## src/rtl/aes_key_schedule_nk.sv

```systemverilog
// On-demand AES key expansion for Nk = 4/6/8: keeps a sliding window of the last NK
// words and assembles one 128-bit round key per request, sharing a byte-serial S-box.
module aes_key_schedule_nk #(
    parameter int NK            = 4,
    parameter int EXTERNAL_SBOX = 0
) (
    input  logic             clk_i,
    input  logic             rst_n_i,
    input  logic [NK*32-1:0] key_i,
    input  logic             start_i,
    input  logic             key_req_i,
    output logic [127:0]     key_o,
    output logic [127:0]     key_big_end_o,
    output logic             valid_o,
    output logic [3:0]       round_o,
    output logic             last_o,
    output logic [7:0]       sbox_sub_o,
    input  logic [7:0]       sbox_sub_i
);
    localparam int NR = NK + 6;
    localparam int IW = $clog2(NK);
    localparam logic [2:0] MOD_LAST = 3'(NK - 1);

    if (NK != 4 && NK != 6 && NK != 8) begin : g_bad_nk
        $error("aes_key_schedule_nk: NK must be 4, 6 or 8");
    end

    typedef enum logic [2:0] {S_IDLE, S_SUB, S_GEN, S_COPY, S_DONE} state_t;

    function automatic logic [7:0] xtime(input logic [7:0] a);
        return {a[6:0], 1'b0} ^ (a[7] ? 8'h1b : 8'h00);
    endfunction

    function automatic logic [7:0] gf_mul(input logic [7:0] a, input logic [7:0] b);
        logic [7:0] acc;
        logic [7:0] aa;
        acc = 8'h00;
        aa  = a;
        for (int k = 0; k < 8; k++) begin
            if (b[k]) acc = acc ^ aa;
            aa = xtime(aa);
        end
        return acc;
    endfunction

    // Multiplicative inverse as x^254 (x^2 * x^4 * ... * x^128), then the affine map.
    function automatic logic [7:0] sbox_fn(input logic [7:0] x);
        logic [7:0] sq;
        logic [7:0] inv;
        sq  = x;
        inv = 8'h01;
        for (int k = 1; k < 8; k++) begin
            sq  = gf_mul(sq, sq);
            inv = gf_mul(inv, sq);
        end
        return inv ^ {inv[6:0], inv[7]} ^ {inv[5:0], inv[7:6]} ^ {inv[4:0], inv[7:5]}
                   ^ {inv[3:0], inv[7:4]} ^ 8'h63;
    endfunction

    function automatic logic needs_sub(input logic [2:0] m);
        return (m == 3'd0) || ((NK == 8) && (m == 3'd4));
    endfunction

    // Next step for word jj given generation index ii (mm = ii % NK).
    function automatic state_t pick(input logic [5:0] jj, input logic [5:0] ii,
                                    input logic [2:0] mm);
        if (jj < ii)        return S_COPY;
        else if (needs_sub(mm)) return S_SUB;
        else                return S_GEN;
    endfunction

    state_t      state_q, state_d;
    logic [1:0]  sub_cnt_q, sub_cnt_d;
    logic [31:0] win_q [NK];
    logic [31:0] win_d [NK];
    logic [31:0] key_q [4];
    logic [31:0] key_d [4];
    logic [31:0] sub_word_q, sub_word_d;
    logic [7:0]  rcon_q, rcon_d;
    logic [5:0]  i_q, i_d;
    logic [5:0]  j_q, j_d;
    logic [2:0]  i_mod_q, i_mod_d;
    logic        valid_q, valid_d;
    logic [3:0]  round_q, round_d;
    logic        last_q, last_d;

    logic [31:0]   sub_src;
    logic [7:0]    sub_byte;
    logic [7:0]    sub_res;
    logic [31:0]   t_word;
    logic [31:0]   w_new;
    logic [IW-1:0] copy_idx;

    always_comb begin
        sub_src = (i_mod_q == 3'd0) ? {win_q[NK-1][23:0], win_q[NK-1][31:24]} : win_q[NK-1];
        unique case (sub_cnt_q)
            2'd0:    sub_byte = sub_src[31:24];
            2'd1:    sub_byte = sub_src[23:16];
            2'd2:    sub_byte = sub_src[15:8];
            default: sub_byte = sub_src[7:0];
        endcase
        sbox_sub_o = (state_q == S_SUB) ? sub_byte : 8'h00;
        sub_res    = (EXTERNAL_SBOX != 0) ? sbox_sub_i : sbox_fn(sub_byte);
    end

    always_comb begin
        t_word   = needs_sub(i_mod_q)
                   ? (sub_word_q ^ ((i_mod_q == 3'd0) ? {rcon_q, 24'h000000} : 32'h0))
                   : win_q[NK-1];
        w_new    = win_q[0] ^ t_word;
        copy_idx = IW'(j_q - i_q + 6'(NK));
    end

    always_comb begin
        state_d    = state_q;
        sub_cnt_d  = sub_cnt_q;
        win_d      = win_q;
        key_d      = key_q;
        sub_word_d = sub_word_q;
        rcon_d     = rcon_q;
        i_d        = i_q;
        j_d        = j_q;
        i_mod_d    = i_mod_q;
        valid_d    = valid_q;
        round_d    = round_q;

        unique case (state_q)
            S_IDLE: begin
                if (key_req_i && valid_q && !last_q) begin
                    valid_d = 1'b0;
                    state_d = pick(j_q, i_q, i_mod_q);
                end
            end
            S_SUB: begin
                unique case (sub_cnt_q)
                    2'd0:    sub_word_d[31:24] = sub_res;
                    2'd1:    sub_word_d[23:16] = sub_res;
                    2'd2:    sub_word_d[15:8]  = sub_res;
                    default: sub_word_d[7:0]   = sub_res;
                endcase
                sub_cnt_d = sub_cnt_q + 2'd1;
                if (sub_cnt_q == 2'd3) state_d = S_GEN;
            end
            S_GEN: begin
                for (int k = 0; k < NK - 1; k++) win_d[k] = win_q[k+1];
                win_d[NK-1]      = w_new;
                key_d[j_q[1:0]]  = w_new;
                if (i_mod_q == 3'd0) rcon_d = xtime(rcon_q);
                i_d     = i_q + 6'd1;
                j_d     = j_q + 6'd1;
                i_mod_d = (i_mod_q == MOD_LAST) ? 3'd0 : i_mod_q + 3'd1;
                state_d = (j_d[1:0] == 2'd0) ? S_DONE : pick(j_d, i_d, i_mod_d);
            end
            S_COPY: begin
                key_d[j_q[1:0]] = win_q[copy_idx];
                j_d     = j_q + 6'd1;
                state_d = (j_d[1:0] == 2'd0) ? S_DONE : pick(j_d, i_q, i_mod_q);
            end
            S_DONE: begin
                valid_d = 1'b1;
                round_d = round_q + 4'd1;
                state_d = S_IDLE;
            end
            default: state_d = S_IDLE;
        endcase

        // A new key overrides whatever was in flight, including a pending request.
        if (start_i) begin
            for (int k = 0; k < NK; k++) win_d[k] = key_i[NK*32-1-32*k -: 32];
            for (int k = 0; k < 4; k++)  key_d[k] = key_i[NK*32-1-32*k -: 32];
            state_d   = S_IDLE;
            sub_cnt_d = 2'd0;
            rcon_d    = 8'h01;
            i_d       = 6'(NK);
            j_d       = 6'd4;
            i_mod_d   = 3'd0;
            valid_d   = 1'b1;
            round_d   = 4'd0;
        end

        last_d = valid_d && (round_d == 4'(NR));
    end

    always_ff @(posedge clk_i) begin
        if (!rst_n_i) begin
            state_q    <= S_IDLE;
            sub_cnt_q  <= 2'd0;
            for (int k = 0; k < NK; k++) win_q[k] <= 32'h0;
            for (int k = 0; k < 4; k++)  key_q[k] <= 32'h0;
            sub_word_q <= 32'h0;
            rcon_q     <= 8'h01;
            i_q        <= 6'd0;
            j_q        <= 6'd0;
            i_mod_q    <= 3'd0;
            valid_q    <= 1'b0;
            round_q    <= 4'd0;
            last_q     <= 1'b0;
        end else begin
            state_q    <= state_d;
            sub_cnt_q  <= sub_cnt_d;
            win_q      <= win_d;
            key_q      <= key_d;
            sub_word_q <= sub_word_d;
            rcon_q     <= rcon_d;
            i_q        <= i_d;
            j_q        <= j_d;
            i_mod_q    <= i_mod_d;
            valid_q    <= valid_d;
            round_q    <= round_d;
            last_q     <= last_d;
        end
    end

    always_comb begin
        key_big_end_o = {key_q[0], key_q[1], key_q[2], key_q[3]};
        for (int b = 0; b < 16; b++) key_o[8*b +: 8] = key_big_end_o[127-8*b -: 8];
    end

    assign valid_o = valid_q;
    assign round_o = round_q;
    assign last_o  = last_q;

endmodule
```

## config.mk

```make
export PLATFORM = sky130hd
export DESIGN_NAME = aes_key_schedule_nk
export DESIGN_NICKNAME = d
export VERILOG_FILES = /design/src/rtl/aes_key_schedule_nk.sv
export SDC_FILE = /design/constraint.sdc
export NUM_CORES = 1
export LEC_CHECK = 0
export ABC_AREA = 1
export CELL_PAD_IN_SITES_DETAIL_PLACEMENT = 0
export CELL_PAD_IN_SITES_GLOBAL_PLACEMENT = 1
export CORE_ASPECT_RATIO = 1.4
export CORE_UTILIZATION = 40
export DETAILED_ROUTE_END_ITERATION = 10
export PLACE_DENSITY_LB_ADDON = 0.1
export SLEW_MARGIN = 10
export SYNTH_ARGS = -nofsm -noshare
export SYNTH_HDL_FRONTEND = slang
export SYNTH_SLANG_ARGS = --single-unit
```

## constraint.sdc

```tcl
create_clock -name clk_i -period 13.8 [get_ports clk_i]
set_clock_uncertainty 0.15 [all_clocks]
set_input_delay 2.76 -clock clk_i [delete_from_list [all_inputs] [get_ports clk_i]]
set_output_delay 2.76 -clock clk_i [all_outputs]
set_load 0.05 [all_outputs]
```

==> impl_metrics.yaml <==
floorplan:
  dieArea_mm2: 0.0880
  start_util_pct: 40.5
  rows: 127
  die_x_um: 251
  die_y_um: 351
  io_pins: 410
  core_mm2: 0.0858
logic_synthesis:
  synth_area_leader_cell: "nand2_1"
  yosysUniqueCellTypes: 55
  netlist_instances: 6194
  ys_warn_count: 0
  yosys_register_bits: 322
  synth_ff_type: "dfxtp_1"
  synth_top_area_share_pct: 27.0
  synth.net_count: 6372
  synth.area.top_cells: "nand2_1 27%, dfxtp_1 19%, nand3_1 12%"
  syn_area_per_cell_um2: 5.61
  async_reset_ff_share_pct: 0
  seq_area_frac_synth_pct: 18.6
  netlist_area_mm2: 0.0347
  synth_edf_count: 0
route:
  routed_wl_um: 141000
  route.detailed.drc: 0
  drt-vias-per-instance: 5.31
  wire_per_inst_um: 18.1
  drtIter0Drc: 2680
  vias: 41200
  ant_nets: 0
  first_pass_iters: 6
worst_setup_path:
  crit_type: "reg2reg"
  slowest_delay_ns: 0.33
  rr_worst_depth: 108
  crit_fanout: 8
  slowest_stage: "dfxtp_2"
  crit-reg2reg-launch: "i_mod_q[0]$_SDFFE_PP0P_"
  crit_top_cell: "nand2_1"
  crit_required_ns: 14.13
  startpoint_type: "flip-flop"
  r2r_setup_slack_ns: 0.86
  rr_endpoint: "sub_word_q[5]$_SDFFE_PN0P_"
  cp-end-kind: "flip-flop"
  arrival_ns: 13.27
layout:
  final_layout_size_suffix_gt1_share_pct: 17.8
  stdcell_count: 7759
  areaGrowthSynthToFinish_pct: 27.6
  seqCellArea_mm2: 0.00645
  fillCellCount: 9133
  multi_input_area_mm2: 0.0261
  nets: 6812
global_routing:
  grt_max_degree: 190
  busiest_layer: "met2"
  overflow: 0
  met1_usage_pct: 33.8
  antenna_found_initial: 10
  grt_pass1_vias: 37300
  met2_usage_pct: 56.5
  grt_pass1_wl_um: 211000
  grt_usage_pct: 30.2
  met3_usage_pct: 2.54
timing:
  tightest_slew_ns: 1.20
  worst_slack_ns: 0.864
  max_freq_mhz: 77.3
  rsz0062_at_grt: "true"
  finalSetupViolCount: 0
  slew_violations: 0
  period_share_pct: 93.7
  hold_violations: 0
  slew_headroom_pct: 19.9
  min_period_ns: 12.94
place:
  place_ws_ns: -0.585
  place_congestion: 0.948
  dp_hpwl_um: 106000
  placement.io_buffers: 401
  place_inst: 7551
clock_tree:
  cts_sinks: 322
  numCtsBuffers: 29
  htree_levels: 1
  tritoncts: "built"
  clkTransAtPathRegs_ns: 0.07
  clock_latency_ns: 0.59
  clock_path_buffers: 3
  cts_root_buffer: "clkbuf_16"
worst_hold_path:
  whs_endpoint: "rcon_q[4]$_SDFFE_PP0P_"
  whs_path_depth: 2
  hp-class: "reg2reg"
  hp-start: "rcon_q[4]$_SDFFE_PP0P_"
status:
  status: "finished, final reports clean"
job:
  drv_cap: 0
==> cells in the final DEF (no fill, tap or decap), types with 22 or more instances in the layout <==
| master | instances |
|---|---|
| xnor2_1 | 58 |
| nand2_2 | 241 |
| xor2_1 | 167 |
| dfxtp_1 | 321 |
| nand3_2 | 78 |
| ha_1 | 30 |
| xnor2_2 | 25 |
| a21oi_1 | 95 |
| a32o_1 | 31 |
| o21ai_0 | 84 |
| buf_4 | 322 |
| inv_4 | 22 |
| or2_2 | 32 |
| nor2_2 | 55 |
| nand3b_1 | 65 |
| a31oi_1 | 257 |
| nand2_1 | 2312 |
| buf_6 | 32 |
| nand2_4 | 95 |
| nand4_1 | 56 |
| xor2_2 | 30 |
| nand3_1 | 762 |
| clkbuf_16 | 31 |
| o21ai_1 | 41 |
| nor2_1 | 279 |
| clkdlybuf4s50_1 | 400 |
| inv_2 | 104 |
| inv_1 | 442 |
==> routing by layer <==
metal / wire length (um) / up-vias / share of wire (%)
met3: 6830 / 339 / 4.9
li1: - / 20700 / -
met5: 39 / - / 0.028
met1: 54000 / 19000 / 38
met4: 7610 / 6 / 5.4
met2: 72300 / 1268 / 51
==> cell families (layout without fill, tap and decap cells) <==
family	count (synthesis)	count (layout)	share of synthesized area, %
simple gates	4031	4034	49.9
buf+inv	956	1414	12.7
compound gates	560	560	9.89
flops	322	322	18.6
xor+xnor	287	287	7.63
fa+ha+maj	38	38	1.39
other cells	0	8	0
==> per-stage QoR <==
stage	utilization, %	area (um2)	hold WS (ns)	TNS [ns]
final	51.6	44300	0.339	0
after floorplan	-	34700	0.301	0
after global routing	51.6	44300	0.367	-4.28
after detailed placement	46.4	39800	0.326	-16.05
after CTS	47.8	41000	0.336	0
after global placement	46.4	39800	0.312	-12.87
==> worst max path at each step <==
stage / cells after the start / endpoint / from
3_5_place_dp: 117 / sub_word_q[11]$_SDFFE_PN0P_ / i_mod_q[0]$_SDFFE_PP0P_
3_3_place_gp: 115 / sub_word_q[27]$_SDFFE_PN0P_ / i_mod_q[0]$_SDFFE_PP0P_
6_report: 108 / sub_word_q[5]$_SDFFE_PN0P_ / i_mod_q[0]$_SDFFE_PP0P_
2_1_floorplan: 100 / sub_word_q[26]$_SDFFE_PN0P_ / i_mod_q[0]$_SDFFE_PP0P_
4_1_cts: 111 / sub_word_q[5]$_SDFFE_PN0P_ / i_mod_q[0]$_SDFFE_PP0P_
5_1_grt: 120 / sub_word_q[31]$_SDFFE_PN0P_ / i_mod_q[0]$_SDFFE_PP0P_
==> critical path, delay by kind of cell (launching register included) <==
kind,cells,cell delay [ns]
compound gates,2,0.44
xor+xnor,7,1.24
fa+ha+maj,4,1.06
buf+inv,23,2.22
flops,1,0.33
simple gates,72,7.35
==> flip-flops by register name (all words and copies together) (netlist names) <==
signal,cells
win_q,128
i_q,6
valid_o,1
last_o,1
i_mod_q,3
round_o,4
sub_word_q,32
j_q,6
key_big_end_o,128
state_q,3
rcon_q,8
sub_cnt_q,2
==> layout make-up <==
cell class	count	share of cell area (%)
Antenna cell	8	0.0452
Clock buffer	38	1.80
Clock inverter	14	0.421
Inverter	592	5.25
Multi-Input combinational cell	4919	58.8
Sequential cell	322	14.5
Tap cell	1096	3.09
Timing Repair Buffer	770	16.0
==> Yosys cell counts (16+ instances only) <==
cell type	instances
o21ai_0	94
ha_1	37
xnor2_1	78
nor2_2	16
a32o_1	31
inv_1	457
nand3_1	835
inv_2	119
nand4_1	56
buf_6	21
a21oi_1	101
clkbuf_1	132
buf_2	44
nand2_1	2495
dfxtp_1	322
o21ai_1	35
or2_2	32
a31oi_1	257
xor2_1	194
buf_4	155
nand3b_1	65
nand2_2	140
nor2_1	335
==> timing repair <==
item	in CTS	in global routing
gates cloned	0	5
setup endpoints to repair	32	32
pin swaps	3	154
hold buffers	0	0
gates resized for setup	46	551
buffers inserted	2	141
Power is not shown: default switching activity piles up to over one toggle a cycle in this logic, so the estimate is an artifact.
